===== config.mk =====
export PLATFORM = sky130hd
export DESIGN_NAME = sram1rw_arbiter_flat
export DESIGN_NICKNAME = d
export VERILOG_FILES = /design/src/rtl/sram1rw_arbiter_pkg.sv /design/src/rtl/sram1rw_arbiter_if.sv /design/src/rtl/sram_rsp_slot.sv /design/src/rtl/sram1rw_arbiter.sv /design/src/flat_wrapper.sv
export SDC_FILE = /design/constraint.sdc
export NUM_CORES = 1
export LEC_CHECK = 0
export CORE_MARGIN = 2
export CORE_UTILIZATION = 50
export CTS_BUF_LIST = sky130_fd_sc_hd__clkbuf_4 sky130_fd_sc_hd__clkbuf_8 sky130_fd_sc_hd__clkbuf_16
export DETAILED_ROUTE_END_ITERATION = 10
export DONT_BUFFER_PORTS = 1
export MAX_ROUTING_LAYER = met4
export PLACE_DENSITY = 0.64
export RECOVER_POWER = 50
export SETUP_SLACK_MARGIN = 0.2
export SLEW_MARGIN = 20
export SYNTH_ARGS = -nofsm -noshare
export SYNTH_HDL_FRONTEND = slang
export SYNTH_SLANG_ARGS = --single-unit

===== constraint.sdc =====
create_clock -name clock -period 2.1 [get_ports clock]
set_input_delay 0.21 -clock clock [delete_from_list [all_inputs] [get_ports clock]]
set_output_delay 0.21 -clock clock [all_outputs]
set_load 0.1 [all_outputs]

===== src/rtl/sram1rw_arbiter_pkg.sv =====
// Shared types for the single-port SRAM arbiter.
//   state_e     : controller state (clear sweep, normal arbitration)
//   sram_op_e   : access issued to the macro in the current cycle
//   sram_ctrl_t : active-low csb/web/oeb triple derived from an op
package sram1rw_arbiter_pkg;

  localparam int unsigned NREQ = 2;

  typedef enum logic {
    StInit,
    StRun
  } state_e;

  typedef enum logic [1:0] {
    OpIdle,
    OpRd,
    OpWr
  } sram_op_e;

  typedef struct packed {
    logic csb;
    logic web;
    logic oeb;
  } sram_ctrl_t;

  // Map an access type onto the macro's active-low control pins.
  function automatic sram_ctrl_t sram_op_ctrl(sram_op_e op);
    sram_ctrl_t c;
    c = '{csb: 1'b1, web: 1'b1, oeb: 1'b1};
    case (op)
      OpRd:    c = '{csb: 1'b0, web: 1'b1, oeb: 1'b0};
      OpWr:    c = '{csb: 1'b0, web: 1'b0, oeb: 1'b1};
      default: c = '{csb: 1'b1, web: 1'b1, oeb: 1'b1};
    endcase
    return c;
  endfunction

endpackage


===== src/rtl/sram1rw_arbiter_if.sv =====
// Requester-side bus of the SRAM arbiter: per-requester request and read-response
// valid/ready channels, packed so that bit/slice k belongs to requester k.
//   master : requester side (drives requests, consumes responses)
//   slave  : arbiter side
interface sram1rw_arbiter_if #(
  parameter int unsigned ADDR_W = 6,
  parameter int unsigned DATA_W = 32
) ();
  import sram1rw_arbiter_pkg::*;

  logic [NREQ-1:0]        req_valid;
  logic [NREQ-1:0]        req_ready;
  logic [NREQ-1:0]        req_we;
  logic [NREQ*ADDR_W-1:0] req_addr;
  logic [NREQ*DATA_W-1:0] req_wdata;
  logic [NREQ-1:0]        rsp_valid;
  logic [NREQ-1:0]        rsp_ready;
  logic [NREQ*DATA_W-1:0] rsp_rdata;
  logic                   init_done;

  modport master (
    output req_valid, req_we, req_addr, req_wdata, rsp_ready,
    input  req_ready, rsp_valid, rsp_rdata, init_done
  );

  modport slave (
    input  req_valid, req_we, req_addr, req_wdata, rsp_ready,
    output req_ready, rsp_valid, rsp_rdata, init_done
  );

endinterface


===== src/rtl/sram_rsp_slot.sv =====
// Single-entry read-response holding register.
//   clk_i, rst_ni : clock, synchronous active-low reset
//   load_i/data_i : capture data_i at the end of this cycle
//   valid_o/data_o: held response, stable until ready_i is seen with valid_o
module sram_rsp_slot #(
  parameter int unsigned DATA_W = 32
) (
  input  logic              clk_i,
  input  logic              rst_ni,
  input  logic              load_i,
  input  logic [DATA_W-1:0] data_i,
  input  logic              ready_i,
  output logic              valid_o,
  output logic [DATA_W-1:0] data_o
);

  logic              valid_q, valid_d;
  logic [DATA_W-1:0] data_q, data_d;

  always_comb begin
    valid_d = valid_q;
    data_d  = data_q;
    if (valid_q && ready_i) valid_d = 1'b0;
    // The arbiter never loads a full slot that is not draining this cycle.
    if (load_i) begin
      valid_d = 1'b1;
      data_d  = data_i;
    end
  end

  always_ff @(posedge clk_i) begin
    if (!rst_ni) begin
      valid_q <= 1'b0;
      data_q  <= '0;
    end else begin
      valid_q <= valid_d;
      data_q  <= data_d;
    end
  end

  assign valid_o = valid_q;
  assign data_o  = data_q;

endmodule


===== src/rtl/sram1rw_arbiter.sv =====
// Round-robin arbiter sharing one 1RW SRAM macro between two requesters, with an
// optional post-reset clear sweep.
//   clock, reset_n : clock (also the macro CE), synchronous active-low reset
//   bus            : requester request/response channels and init_done
//   sram_*         : macro pins; controls are combinational so the access happens at
//                    the rising edge that closes the current cycle
module sram1rw_arbiter
  import sram1rw_arbiter_pkg::*;
#(
  parameter int unsigned       ADDR_W         = 6,
  parameter int unsigned       DATA_W         = 32,
  parameter int unsigned       DEPTH          = 64,  // must equal 2**ADDR_W
  parameter bit                CLEAR_ON_RESET = 1'b1,
  parameter logic [DATA_W-1:0] CLEAR_VALUE    = '0
) (
  input  logic              clock,
  input  logic              reset_n,
  sram1rw_arbiter_if.slave  bus,
  output logic              sram_csb,
  output logic              sram_web,
  output logic              sram_oeb,
  output logic [ADDR_W-1:0] sram_a,
  output logic [DATA_W-1:0] sram_i,
  input  logic [DATA_W-1:0] sram_o
);

  state_e            state_q, state_d;
  logic [ADDR_W-1:0] clr_cnt_q, clr_cnt_d;
  logic              rr_q, rr_d;
  logic [NREQ-1:0]   inflight_q, inflight_d;
  logic              init_done_q, init_done_d;

  logic [NREQ-1:0]   elig;
  logic [NREQ-1:0]   grant;
  logic              gidx;
  logic [NREQ-1:0]   slot_valid;
  logic [DATA_W-1:0] slot_data [NREQ];
  sram_op_e          op;
  sram_ctrl_t        ctrl;

  // A read may only issue when its response slot is guaranteed free at capture time.
  always_comb begin
    elig = '0;
    for (int k = 0; k < NREQ; k++) begin
      elig[k] = bus.req_valid[k] &
                (bus.req_we[k] | (~inflight_q[k] & (~slot_valid[k] | bus.rsp_ready[k])));
    end
  end

  always_comb begin
    grant = '0;
    if (reset_n && (state_q == StRun)) begin
      if (&elig) grant[rr_q] = 1'b1;
      else       grant = elig;
    end
    gidx = grant[1];
  end

  always_comb begin
    op     = OpIdle;
    sram_a = '0;
    sram_i = '0;
    if (reset_n) begin
      if (state_q == StInit) begin
        op     = OpWr;
        sram_a = clr_cnt_q;
        sram_i = CLEAR_VALUE;
      end else if (|grant) begin
        op     = bus.req_we[gidx] ? OpWr : OpRd;
        sram_a = bus.req_addr[gidx*ADDR_W +: ADDR_W];
        sram_i = bus.req_wdata[gidx*DATA_W +: DATA_W];
      end
    end
    ctrl     = sram_op_ctrl(op);
    sram_csb = ctrl.csb;
    sram_web = ctrl.web;
    sram_oeb = ctrl.oeb;
  end

  always_comb begin
    state_d     = state_q;
    clr_cnt_d   = clr_cnt_q;
    init_done_d = init_done_q;
    rr_d        = rr_q;
    inflight_d  = grant & ~bus.req_we;
    if (state_q == StInit) begin
      // Counter parks on the last address instead of wrapping.
      if (clr_cnt_q == ADDR_W'(DEPTH - 1)) begin
        state_d     = StRun;
        init_done_d = 1'b1;
      end else begin
        clr_cnt_d = clr_cnt_q + 1'b1;
      end
    end
    if (|grant) rr_d = ~gidx;
  end

  always_ff @(posedge clock) begin
    if (!reset_n) begin
      state_q     <= CLEAR_ON_RESET ? StInit : StRun;
      clr_cnt_q   <= '0;
      rr_q        <= 1'b0;
      inflight_q  <= '0;
      init_done_q <= ~CLEAR_ON_RESET;
    end else begin
      state_q     <= state_d;
      clr_cnt_q   <= clr_cnt_d;
      rr_q        <= rr_d;
      inflight_q  <= inflight_d;
      init_done_q <= init_done_d;
    end
  end

  // sram_o is valid the cycle after the read edge, which is when inflight is set.
  for (genvar k = 0; k < NREQ; k++) begin : g_slot
    sram_rsp_slot #(
      .DATA_W (DATA_W)
    ) u_slot (
      .clk_i   (clock),
      .rst_ni  (reset_n),
      .load_i  (inflight_q[k]),
      .data_i  (sram_o),
      .ready_i (bus.rsp_ready[k]),
      .valid_o (slot_valid[k]),
      .data_o  (slot_data[k])
    );
  end

  always_comb begin
    bus.rsp_rdata = '0;
    for (int k = 0; k < NREQ; k++) bus.rsp_rdata[k*DATA_W +: DATA_W] = slot_data[k];
  end

  assign bus.req_ready = grant;
  assign bus.rsp_valid = slot_valid;
  assign bus.init_done = init_done_q;

endmodule

===== src/flat_wrapper.sv =====
// flat-port wrapper written by rule: the top's interface ports become plain ports
module sram1rw_arbiter_flat import sram1rw_arbiter_pkg::*;
#(
  parameter int unsigned       ADDR_W         = 6,
  parameter int unsigned       DATA_W         = 32,
  parameter int unsigned       DEPTH          = 64,                         
  parameter bit                CLEAR_ON_RESET = 1'b1,
  parameter logic [DATA_W-1:0] CLEAR_VALUE    = '0
)
  (clock, reset_n, sram_csb, sram_web, sram_oeb, sram_a, sram_i, sram_o, bus_req_valid, bus_req_we, bus_req_addr, bus_req_wdata, bus_rsp_ready, bus_req_ready, bus_rsp_valid, bus_rsp_rdata, bus_init_done);
  sram1rw_arbiter_if #(.ADDR_W(ADDR_W), .DATA_W(DATA_W)) bus_i ();
  input  logic clock;
  input  logic reset_n;
  output logic sram_csb;
  output logic sram_web;
  output logic sram_oeb;
  output logic [ADDR_W-1:0] sram_a;
  output logic [DATA_W-1:0] sram_i;
  input  logic [DATA_W-1:0] sram_o;
  input wire logic [$bits(bus_i.req_valid)-1:0] bus_req_valid;
  input wire logic [$bits(bus_i.req_we)-1:0] bus_req_we;
  input wire logic [$bits(bus_i.req_addr)-1:0] bus_req_addr;
  input wire logic [$bits(bus_i.req_wdata)-1:0] bus_req_wdata;
  input wire logic [$bits(bus_i.rsp_ready)-1:0] bus_rsp_ready;
  output wire logic [$bits(bus_i.req_ready)-1:0] bus_req_ready;
  output wire logic [$bits(bus_i.rsp_valid)-1:0] bus_rsp_valid;
  output wire logic [$bits(bus_i.rsp_rdata)-1:0] bus_rsp_rdata;
  output wire logic [$bits(bus_i.init_done)-1:0] bus_init_done;
  assign bus_i.req_valid = bus_req_valid;
  assign bus_i.req_we = bus_req_we;
  assign bus_i.req_addr = bus_req_addr;
  assign bus_i.req_wdata = bus_req_wdata;
  assign bus_i.rsp_ready = bus_rsp_ready;
  assign bus_req_ready = bus_i.req_ready;
  assign bus_rsp_valid = bus_i.rsp_valid;
  assign bus_rsp_rdata = bus_i.rsp_rdata;
  assign bus_init_done = bus_i.init_done;
  sram1rw_arbiter #(.ADDR_W(ADDR_W), .DATA_W(DATA_W), .DEPTH(DEPTH), .CLEAR_ON_RESET(CLEAR_ON_RESET), .CLEAR_VALUE(CLEAR_VALUE)) u_core (.clock(clock), .reset_n(reset_n), .bus(bus_i), .sram_csb(sram_csb), .sram_web(sram_web), .sram_oeb(sram_oeb), .sram_a(sram_a), .sram_i(sram_i), .sram_o(sram_o));
endmodule

==> flow_summary.yaml, run 1 <==
critical_path:
  critical-path-top-delay-family: "simple AND/OR/NAND/NOR gates"
  critPathBufInv: 1
  r2r_slack_ps: 320
  startpoint_type: "flop"
  cp-end-kind: "output pin"
  cp.arrival_ps: 2230
  crit_cells: 6
  path_class: "flop to output pin"
  crit_slowest_cell: "ha_4"
  cpPeakStageDelay_ps: 470
  path_cells: "or3b_4 -> and4_4 -> nand2_8 -> inv_16 -> o311a_4 -> ha_4"
  reg2reg_depth: 3
  required_ps: 1890
  worst-path-max-fanout: 4
yosys:
  ys_ff_latch: 77
  syn_area_per_cell_um2: 8.84
  ys_warn_count: 0
  syn_nets: 537
  syn_inst: 418
  ys_seq_area_share_pct: 41.7
  netlist_area_um2: 3690
  ys_types: 46
final_layout:
  diodes: 0
  fin_util_pct: 86.0
  layout_commonest_cell: "dfxtp_1"
  final_cell_mix: "dfxtp_1 (73), nor2_1 (72), mux2i_1 (65)"
  nets: 655
  drive_above_1_share_pct: 38.1
  syn_to_final_growth_pct: 68.0
  fin_cells: 640
status:
  violations: "setup timing"
  status: "finished, violations left"
routing:
  drc: 0
  routed_wl_mm: 14.0
  ant_nets: 0
  wl_per_cell_um: 21.8
  vias: 3778
  drt-initial-drc-count: 189
  drtPass1Iterations: 4
  post_drt_via_cell_ratio: 5.90
pwr:
  p_leak_uw: 0.00212
  peakVddDrop_v: 0.000919
  power_density_nw_per_um2: 474
  design_power_total_uw: 2940
placed_design:
  io_buffers: 0
  pre_cts_ws_ps: 46.3
  placedCellCount: 602
  dp_hpwl_mm: 8.55
  place_congestion: 0.788
floorplanning:
  initial_core_util_pct: 51.2
  die_w_um: 90.0
  die-area_um2: 8090
  die_h_um: 90.0
  rows: 31
  ioPinCount: 226
  coreArea_um2: 7210
sta:
  worst_slack_ps: -343
  setup_violations: 41
  max_slew_margin_pct: 18.1
  hold_viol_final: 0
  slew_viol_final: 0
  tightest_slew_ps: 1230
  fin_crit_ps: 2440
  fmax_mhz: 409
  grt_setup_unrepaired: "yes"
  finClkSkew_ps: 4.71
  fin_crit_sh_pct: 116
hold_path:
  hold_depth: 2
  hp-class: "primary input to flop"
clock_network:
  clk_path_buf_depth: 2
  cts_tree: "built"
  cts_htree_levels: 3
  root_buffer: "clkbuf_8"
  cts.clk_slew.worst_paths_ps: 80
  cts_buffers: 9
  cts.sinks: 77
  clk_latency_ps: 350
global_route:
  grt_max_degree: 43
  antenna_found_initial: 0
  grt_pass1_vias: 3700
  gr-usage-all-layers_pct: 29.6
  overflow: 0
  grt_pass1_wl_mm: 18.7
job:
  drv_cap: 0
layout make-up:
| type | instances | area [um2] |
|---|---|---|
| fill | 392 | 1010 |
| inverter | 7 | 50.0 |
| tap | 99 | 124 |
| timing repair buffer | 141 | 1640 |
| multi-input combinational | 300 | 2630 |
| clock buffer | 10 | 131 |
| sequential | 77 | 1550 |
| clock inverter | 6 | 86.3 |
worst register-to-register path: stages (launching register included):
cell and delay, ps:
dfxtp_2 350, clkbuf_2 860, mux2i_1 360, nor2_1 70
cells in the mapped netlist (all sizes together):
library cell	n	area, um2
dfxtp	77	1540
nor2	73	274
mux2i	65	651
a21oi	38	194
o21ai	35	186
nand3	33	165
buf	20	128
clkbuf	15	56.3
and3	8	55.1
inv	7	28.8
a221o	5	50.1
and2	5	31.3
nand4	5	31.3
and4b	3	33.8
ha	3	37.5
nand2	3	27.5
a211oi	2	15.0
nand2b	2	12.5
nor2b	2	12.5
or3b	2	20.0
xnor2	2	17.5
a211o	1	8.76
a21bo	1	10.0
a221oi	1	8.76
a311oi	1	8.76
a31oi	1	6.26
a41oi	1	8.76
and4	1	11.3
nand3b	1	7.51
nand4b	1	23.8
nor3	1	5.00
o21a	1	7.51
o311a	1	10.0
o311ai	1	8.76
layer usage:
| layer | share of wire [%] | vias up | track usage, % |
|---|---|---|---|
| met3 | 8.2 | 55 | 9.81 |
| met5 | 0 | - | - |
| met4 | 4.3 | 0 | 11.4 |
| li1 | - | 1724 | - |
| met1 | 36 | 1782 | 30.9 |
| met2 | 51 | 217 | 51.8 |
stage by stage:
step                      hold slack (ps)  TNS, ps  cell area (um2)
after global routing                -1.09   -12530             6200
after global placement                278        0             5760
after detailed placement              281        0             5760
after CTS                           0.311    -8560             6100
final                                11.9   -10050             6200
after floorplan                       282     -980             4410
registers in the layout, indices dropped and copies added (netlist names):
| name | count |
|---|---|
| u_core.g_slot.u_slot.data_o | 64 |
| u_core.state_q | 1 |
| u_core.clr_cnt_q | 6 |
| u_core.g_slot.u_slot.valid_o | 2 |
| u_core.rr_q | 1 |
| u_core.inflight_q | 2 |
| u_core.bus.init_done | 1 |
final timing paths:
path | start | to
max | u_core.g_slot[1].u_slot.valid_o | sram_csb
min | sram_o[1] | u_core.g_slot[1].u_slot.data_o[1]
max reg2reg | u_core.inflight_q[0] | u_core.g_slot[0].u_slot.data_o[1]
min reg2reg | u_core.bus.init_done | u_core.bus.init_done
logic make-up after synthesis:
logic type / after synthesis / share of synthesized area, %
buf+inv: 42 / 5.76
mux: 65 / 17.6
xor+xnor: 2 / 0.474
flops: 77 / 41.7
simple gates: 140 / 19.2
fa+ha+maj: 3 / 1.02
compound gates: 89 / 14.2
power breakdown:
group,total (uW),leakage [uW],switching [uW],internal [uW]
clock,1220,0.000110,537,682
sequential,1470,0.000623,6.44,1460
combinational,254,0.00139,159,95.0
repair_timing:
item / in CTS / in global routing
resized for setup: 9 / 19
cloned: 0 / 6
endpoints found under the hold margin: 6 / 0
buffers inserted: 3 / 8
setup endpoints to repair: 43 / 43
pin swaps: 6 / 13
hold buffers: 5 / 0
Power figures use the tool's default switching activity.
==> run 2, diff against run 1 <==
--- a/config.mk
+++ b/config.mk
@@ -6,12 +6,12 @@
 export NUM_CORES = 1
 export LEC_CHECK = 0
 export CORE_MARGIN = 2
-export CORE_UTILIZATION = 50
+export CORE_UTILIZATION = 40
 export CTS_BUF_LIST = sky130_fd_sc_hd__clkbuf_4 sky130_fd_sc_hd__clkbuf_8 sky130_fd_sc_hd__clkbuf_16
 export DETAILED_ROUTE_END_ITERATION = 10
 export DONT_BUFFER_PORTS = 1
 export MAX_ROUTING_LAYER = met4
-export PLACE_DENSITY = 0.64
+export PLACE_DENSITY = 0.53
 export RECOVER_POWER = 50
 export SETUP_SLACK_MARGIN = 0.2
 export SLEW_MARGIN = 20
==> flow_summary.yaml, run 2 (same netlist as run 1, synthesis figures left out) <==
global_route:
  gr-usage-all-layers_pct: 22.7
  grt_pass1_wl_mm: 17.6
  grt_pass1_vias: 3548
  antenna_found_initial: 0
  grt_max_degree: 47
  overflow: 0
placed_design:
  io_buffers: 0
  dp_hpwl_mm: 8.34
  place_congestion: 0.800
  pre_cts_ws_ps: 16.7
  placed_area_um2: 5690
sta:
  slew_viol_final: 0
  fin_crit_sh_pct: 113
  hold_viol_final: 0
  fin_crit_ps: 2360
  max_slew_margin_pct: 17.6
  tightest_slew_ps: 1240
  worst_slack_ps: -264
  grt_setup_unrepaired: "yes"
  fmax_mhz: 423
  setup_violations: 41
  timing.hold.ws_ps: 13.9
  finClkSkew_ps: 10.4
critical_path:
  cpPeakStageDelay_ps: 460
  path_cells: "or3b_4 -> and4_4 -> nand2_8 -> inv_16 -> o311a_4 -> ha_4"
  path_class: "flop to output pin"
  required_ps: 1890
  reg2reg_depth: 3
  worst-path-max-fanout: 4
  critical-path-top-delay-family: "simple AND/OR/NAND/NOR gates"
  critPathBufInv: 1
  crit_slowest_cell: "ha_4"
  cp.arrival_ps: 2150
  cp-end-kind: "output pin"
  crit_cells: 6
  startpoint_type: "flop"
clock_network:
  cts.clk_slew.worst_paths_ps: 80
  root_buffer: "clkbuf_8"
  clk_latency_ps: 340
  clk_path_buf_depth: 2
  cts_htree_levels: 3
  cts_tree: "built"
  cts_buffers: 9
  cts.sinks: 77
final_layout:
  n_fill_cell: 729
  final_cell_mix: "dfxtp_1 (74), nor2_1 (72), mux2i_1 (65)"
  drive_above_1_share_pct: 37.7
  nets: 656
  fin_util_pct: 68.0
  multi_input_area_um2: 2710
  syn_to_final_growth_pct: 67.6
  largest_register_ffs: 64
  diodes: 0
  layout_commonest_cell: "dfxtp_1"
  regArea_um2: 1550
  final_area_um2: 6190
floorplanning:
  initial_core_util_pct: 40.5
  ioPinCount: 226
  coreArea_um2: 9110
  die_h_um: 100
  die_w_um: 100
  rows: 35
  die-area_um2: 10000
routing:
  vias: 3576
  routed_wl_mm: 12.2
  drc: 0
  wl_per_cell_um: 18.6
  drtPass1Iterations: 4
  drt-initial-drc-count: 90
  ant_nets: 0
  post_drt_via_cell_ratio: 5.48
pwr:
  power_density_nw_per_um2: 455
  peakVddDrop_v: 0.000517
  p_leak_uw: 0.00206
status:
  violations: "setup timing"
  status: "finished, violations left"
job:
  drv_cap: 0
hold_path:
  hp-class: "primary input to flop"
  hold_depth: 2
==> run 2: cell count changes in the layout (fill, tap and decap cells not counted), sizes merged <==
cell         previous run  this run
buf                    75        67
clkinv                  2         3
clkinvlp                3         2
clkbuf                 71        78
bufinv                  2         1
dlygate4sd3             5         7
==> run 2: per-stage QoR <==
stage / std cells / setup TNS, ps / power (uW)
3_3_place_gp: 611 / 0 / 1710
3_5_place_dp: 611 / 0 / 1710
6_report: 652 / -6990 / 2820
4_1_cts: 644 / -6980 / 2830
5_1_grt: 652 / -10110 / 2920
2_1_floorplan: 418 / -980 / 1680
==> run 2: area by class of cell <==
cell class	instances	area share, %
Multi-Input combinational cell	300	43.8
Timing Repair Buffer	142	25.1
Sequential cell	77	25.0
Tap cell	111	2.24
Clock buffer	10	2.12
Clock inverter	5	0.990
Inverter	7	0.808
==> run 2: routing by layer <==
layer | part of all wire [%] | global-route usage (%) | vias up
li1 | - | - | 1729
met1 | 37 | 24.0 | 1682
met2 | 53 | 42.0 | 148
met3 | 7.7 | 5.08 | 17
met4 | 1.8 | 7.17 | 0
met5 | 0 | - | -
==> run 2: where the power goes <==
part,leakage (uW),switching [uW],internal [uW]
Combinational,0.00134,157,101
Sequential,0.000622,6.23,1460
Clock,0.000100,528,562
==> run 2: repair_timing <==
action                                 CTS  global route
setup buffers                            8             5
hold buffers                             7             0
cloned                                   3             3
endpoints found under the hold margin    9             0
setup endpoints to repair               43            43
gates resized for setup                 32            25
pin swaps                               10            27
==> run 2: worst paths after layout <==
check	start	slack [ps]	endpoint
setup / recovery	u_core.g_slot[1].u_slot.valid_o	-260	sram_csb
hold / removal	sram_o[29]	10	u_core.g_slot[0].u_slot.data_o[29]
setup reg to reg	u_core.inflight_q[0]	390	u_core.g_slot[0].u_slot.data_o[5]
hold reg to reg	u_core.bus.init_done	490	u_core.bus.init_done
==> run 3, diff against run 2 <==
--- a/config.mk
+++ b/config.mk
@@ -5,6 +5,7 @@
 export SDC_FILE = /design/constraint.sdc
 export NUM_CORES = 1
 export LEC_CHECK = 0
+export ABC_AREA = 1
 export CORE_MARGIN = 2
 export CORE_UTILIZATION = 40
 export CTS_BUF_LIST = sky130_fd_sc_hd__clkbuf_4 sky130_fd_sc_hd__clkbuf_8 sky130_fd_sc_hd__clkbuf_16
==> flow_summary.yaml, run 3 <==
floorplanning:
  coreArea_um2: 8260
  die_w_um: 96.7
  ioPinCount: 226
  die_h_um: 96.7
  initial_core_util_pct: 41.6
  rows: 33
  die-area_um2: 9350
global_route:
  overflow: 0
  gr-usage-all-layers_pct: 31.1
  grt_max_degree: 43
  grt_pass1_wl_mm: 22.8
  grt_pass1_vias: 4296
  antenna_found_initial: 0
sta:
  tightest_slew_ps: 810
  slew_viol_final: 0
  timing.hold.ws_ps: 12.3
  fin_crit_sh_pct: 102
  fin_crit_ps: 2140
  setup_violations: 16
  fmax_mhz: 467
  worst_slack_ps: -42.8
  grt_setup_unrepaired: "yes"
  finClkSkew_ps: 17.6
  max_slew_margin_pct: 46.0
  hold_viol_final: 0
final_layout:
  largest_register_ffs: 64
  nets: 798
  multi_input_area_um2: 2290
  diodes: 0
  syn_to_final_growth_pct: 89.2
  regArea_um2: 1540
  layout_commonest_cell: "nor2_1"
  n_fill_cell: 564
  drive_above_1_share_pct: 39.3
  fin_cells: 789
  final_cell_mix: "nor2_1 (150), buf_4 (76), dfxtp_1 (76)"
  final_area_um2: 6510
pwr:
  power_density_nw_per_um2: 419
  p_leak_uw: 0.00273
  peakVddDrop_v: 0.000404
  design_power_total_uw: 2730
clock_network:
  cts_htree_levels: 3
  root_buffer: "clkbuf_8"
  cts_tree: "built"
  cts.clk_slew.worst_paths_ps: 90
  clk_latency_ps: 350
  cts.sinks: 77
  cts_buffers: 9
  clk_path_buf_depth: 2
yosys:
  synth_edf_count: 0
  synth-async-reset-ratio_pct: 0
  yosys_most_used_dff: "dfxtp_1"
  netlist_area_um2: 3440
  synth_top_area_share_pct: 44.8
  syn_area_per_cell_um2: 6.74
  synth_top_area_cell: "dfxtp_1"
  yosys-top-cells-count: "nor2_1 (199), o21ai_0 (92), dfxtp_1 (77)"
  ys_seq_area_share_pct: 44.8
  ys_warn_count: 0
  ys_ff_latch: 77
  ys_types: 24
  syn_nets: 629
  syn_inst: 510
  synthMostInstantiatedCell: "nor2_1"
  ys_top_cells_by_area: "dfxtp_1 (45%), nor2_1 (22%), o21ai_0 (13%)"
routing:
  drt-initial-drc-count: 238
  post_drt_via_cell_ratio: 5.31
  drc: 0
  routed_wl_mm: 14.9
  drtPass1Iterations: 4
  ant_nets: 0
  wl_per_cell_um: 18.9
  vias: 4191
critical_path:
  cp.arrival_ps: 1930
  required_ps: 1890
  rr_startpoint: "u_core.inflight_q[0]"
  r2r_slack_ps: 210
  path_class: "flop to output pin"
  reg2reg_depth: 5
  worst-path-max-fanout: 8
  r2r_end: "u_core.g_slot[0].u_slot.data_o[7]"
  crit_path_start: "u_core.g_slot[1].u_slot.valid_o"
  cp-endpoint: "sram_i[18]"
  cp-end-kind: "output pin"
  startpoint_type: "flop"
hold_path:
  hp-class: "primary input to flop"
status:
  status: "finished, violations left"
  violations: "setup timing"
placed_design:
  placed_area_um2: 5120
  placedCellCount: 696
  io_buffers: 0
  dp_hpwl_mm: 8.75
  pre_cts_ws_ps: 192
  place_congestion: 0.855
job:
  drv_cap: 0
## run 3: cells by family (layout without fill, tap and decap cells)
family	count (synthesis)	count (layout)	share of synthesized area, %
flip-flops	77	77	44.8
AND/OR/NAND/NOR	248	248	27.9
adder cells (fa/ha/maj)	3	3	1.09
AO/OA/AOI/OAI	118	118	17.8
XOR/XNOR	1	1	0.255
buffers and inverters	63	237	8.15
## run 3: worst max-delay path, cell delays in order, from the launching register on
cell and delay (ps):
dfxtp_2 330, nand2_2 90, nand2_4 60, nand2_2 60
nand2_2 60, nor2_4 120, nand2_4 100, inv_4 110
bufbuf_16 280, nor2_1 60, nor2_4 130, buf_12 180
## run 3: repair_timing
item                                    4_1_cts  5_1_grt
gates resized for setup                      74       42
hold buffers                                 61        3
cloned                                        5        1
pin swaps                                    19        5
endpoints found under the setup margin       43       44
setup buffers                                 5        2
hold endpoints to repair                     64        3
## run 3: layer usage
layer	up-vias	share of wire, %	track usage [%]
met3	47	6.9	7.30
met2	218	51	52.5
met1	1965	38	34.1
met4	0	4.5	16.6
met5	-	0	-
li1	1961	-	-
## run 3: per-stage QoR
stage	utilization, %	setup TNS, ps
3_3_place_gp	62.0	0
4_1_cts	76.1	-343
6_report	78.8	-271
2_1_floorplan	-	0
3_5_place_dp	62.0	0
5_1_grt	78.8	-3840
## run 3: cell type report
class,instances,area share (%)
Multi-Input combinational cell,370,35.3
Clock buffer,10,2.02
Tap cell,105,2.02
Clock inverter,6,0.712
Inverter,30,1.88
Timing Repair Buffer,191,34.4
Sequential cell,77,23.7
## run 3: where the power goes
group          total, uW  switching (uW)  internal [uW]
combinational        233             130            103
sequential          1470            6.02           1460
clock               1030             576            451
total               2730             712           2020
## run 3: worst min-delay path by stage
| stage | from | to | cells past startpoint |
|---|---|---|---|
| CTS | sram_o[11] | u_core.g_slot[1].u_slot.data_o[11] | 2 |
| floorplan | bus_req_we[0] | u_core.inflight_q[0] | 1 |
| global placement | bus_req_we[0] | u_core.inflight_q[0] | 1 |
| global route | reset_n | u_core.clr_cnt_q[1] | 2 |
| detailed placement | bus_req_we[0] | u_core.inflight_q[0] | 1 |
| finish | sram_o[3] | u_core.g_slot[1].u_slot.data_o[3] | 2 |
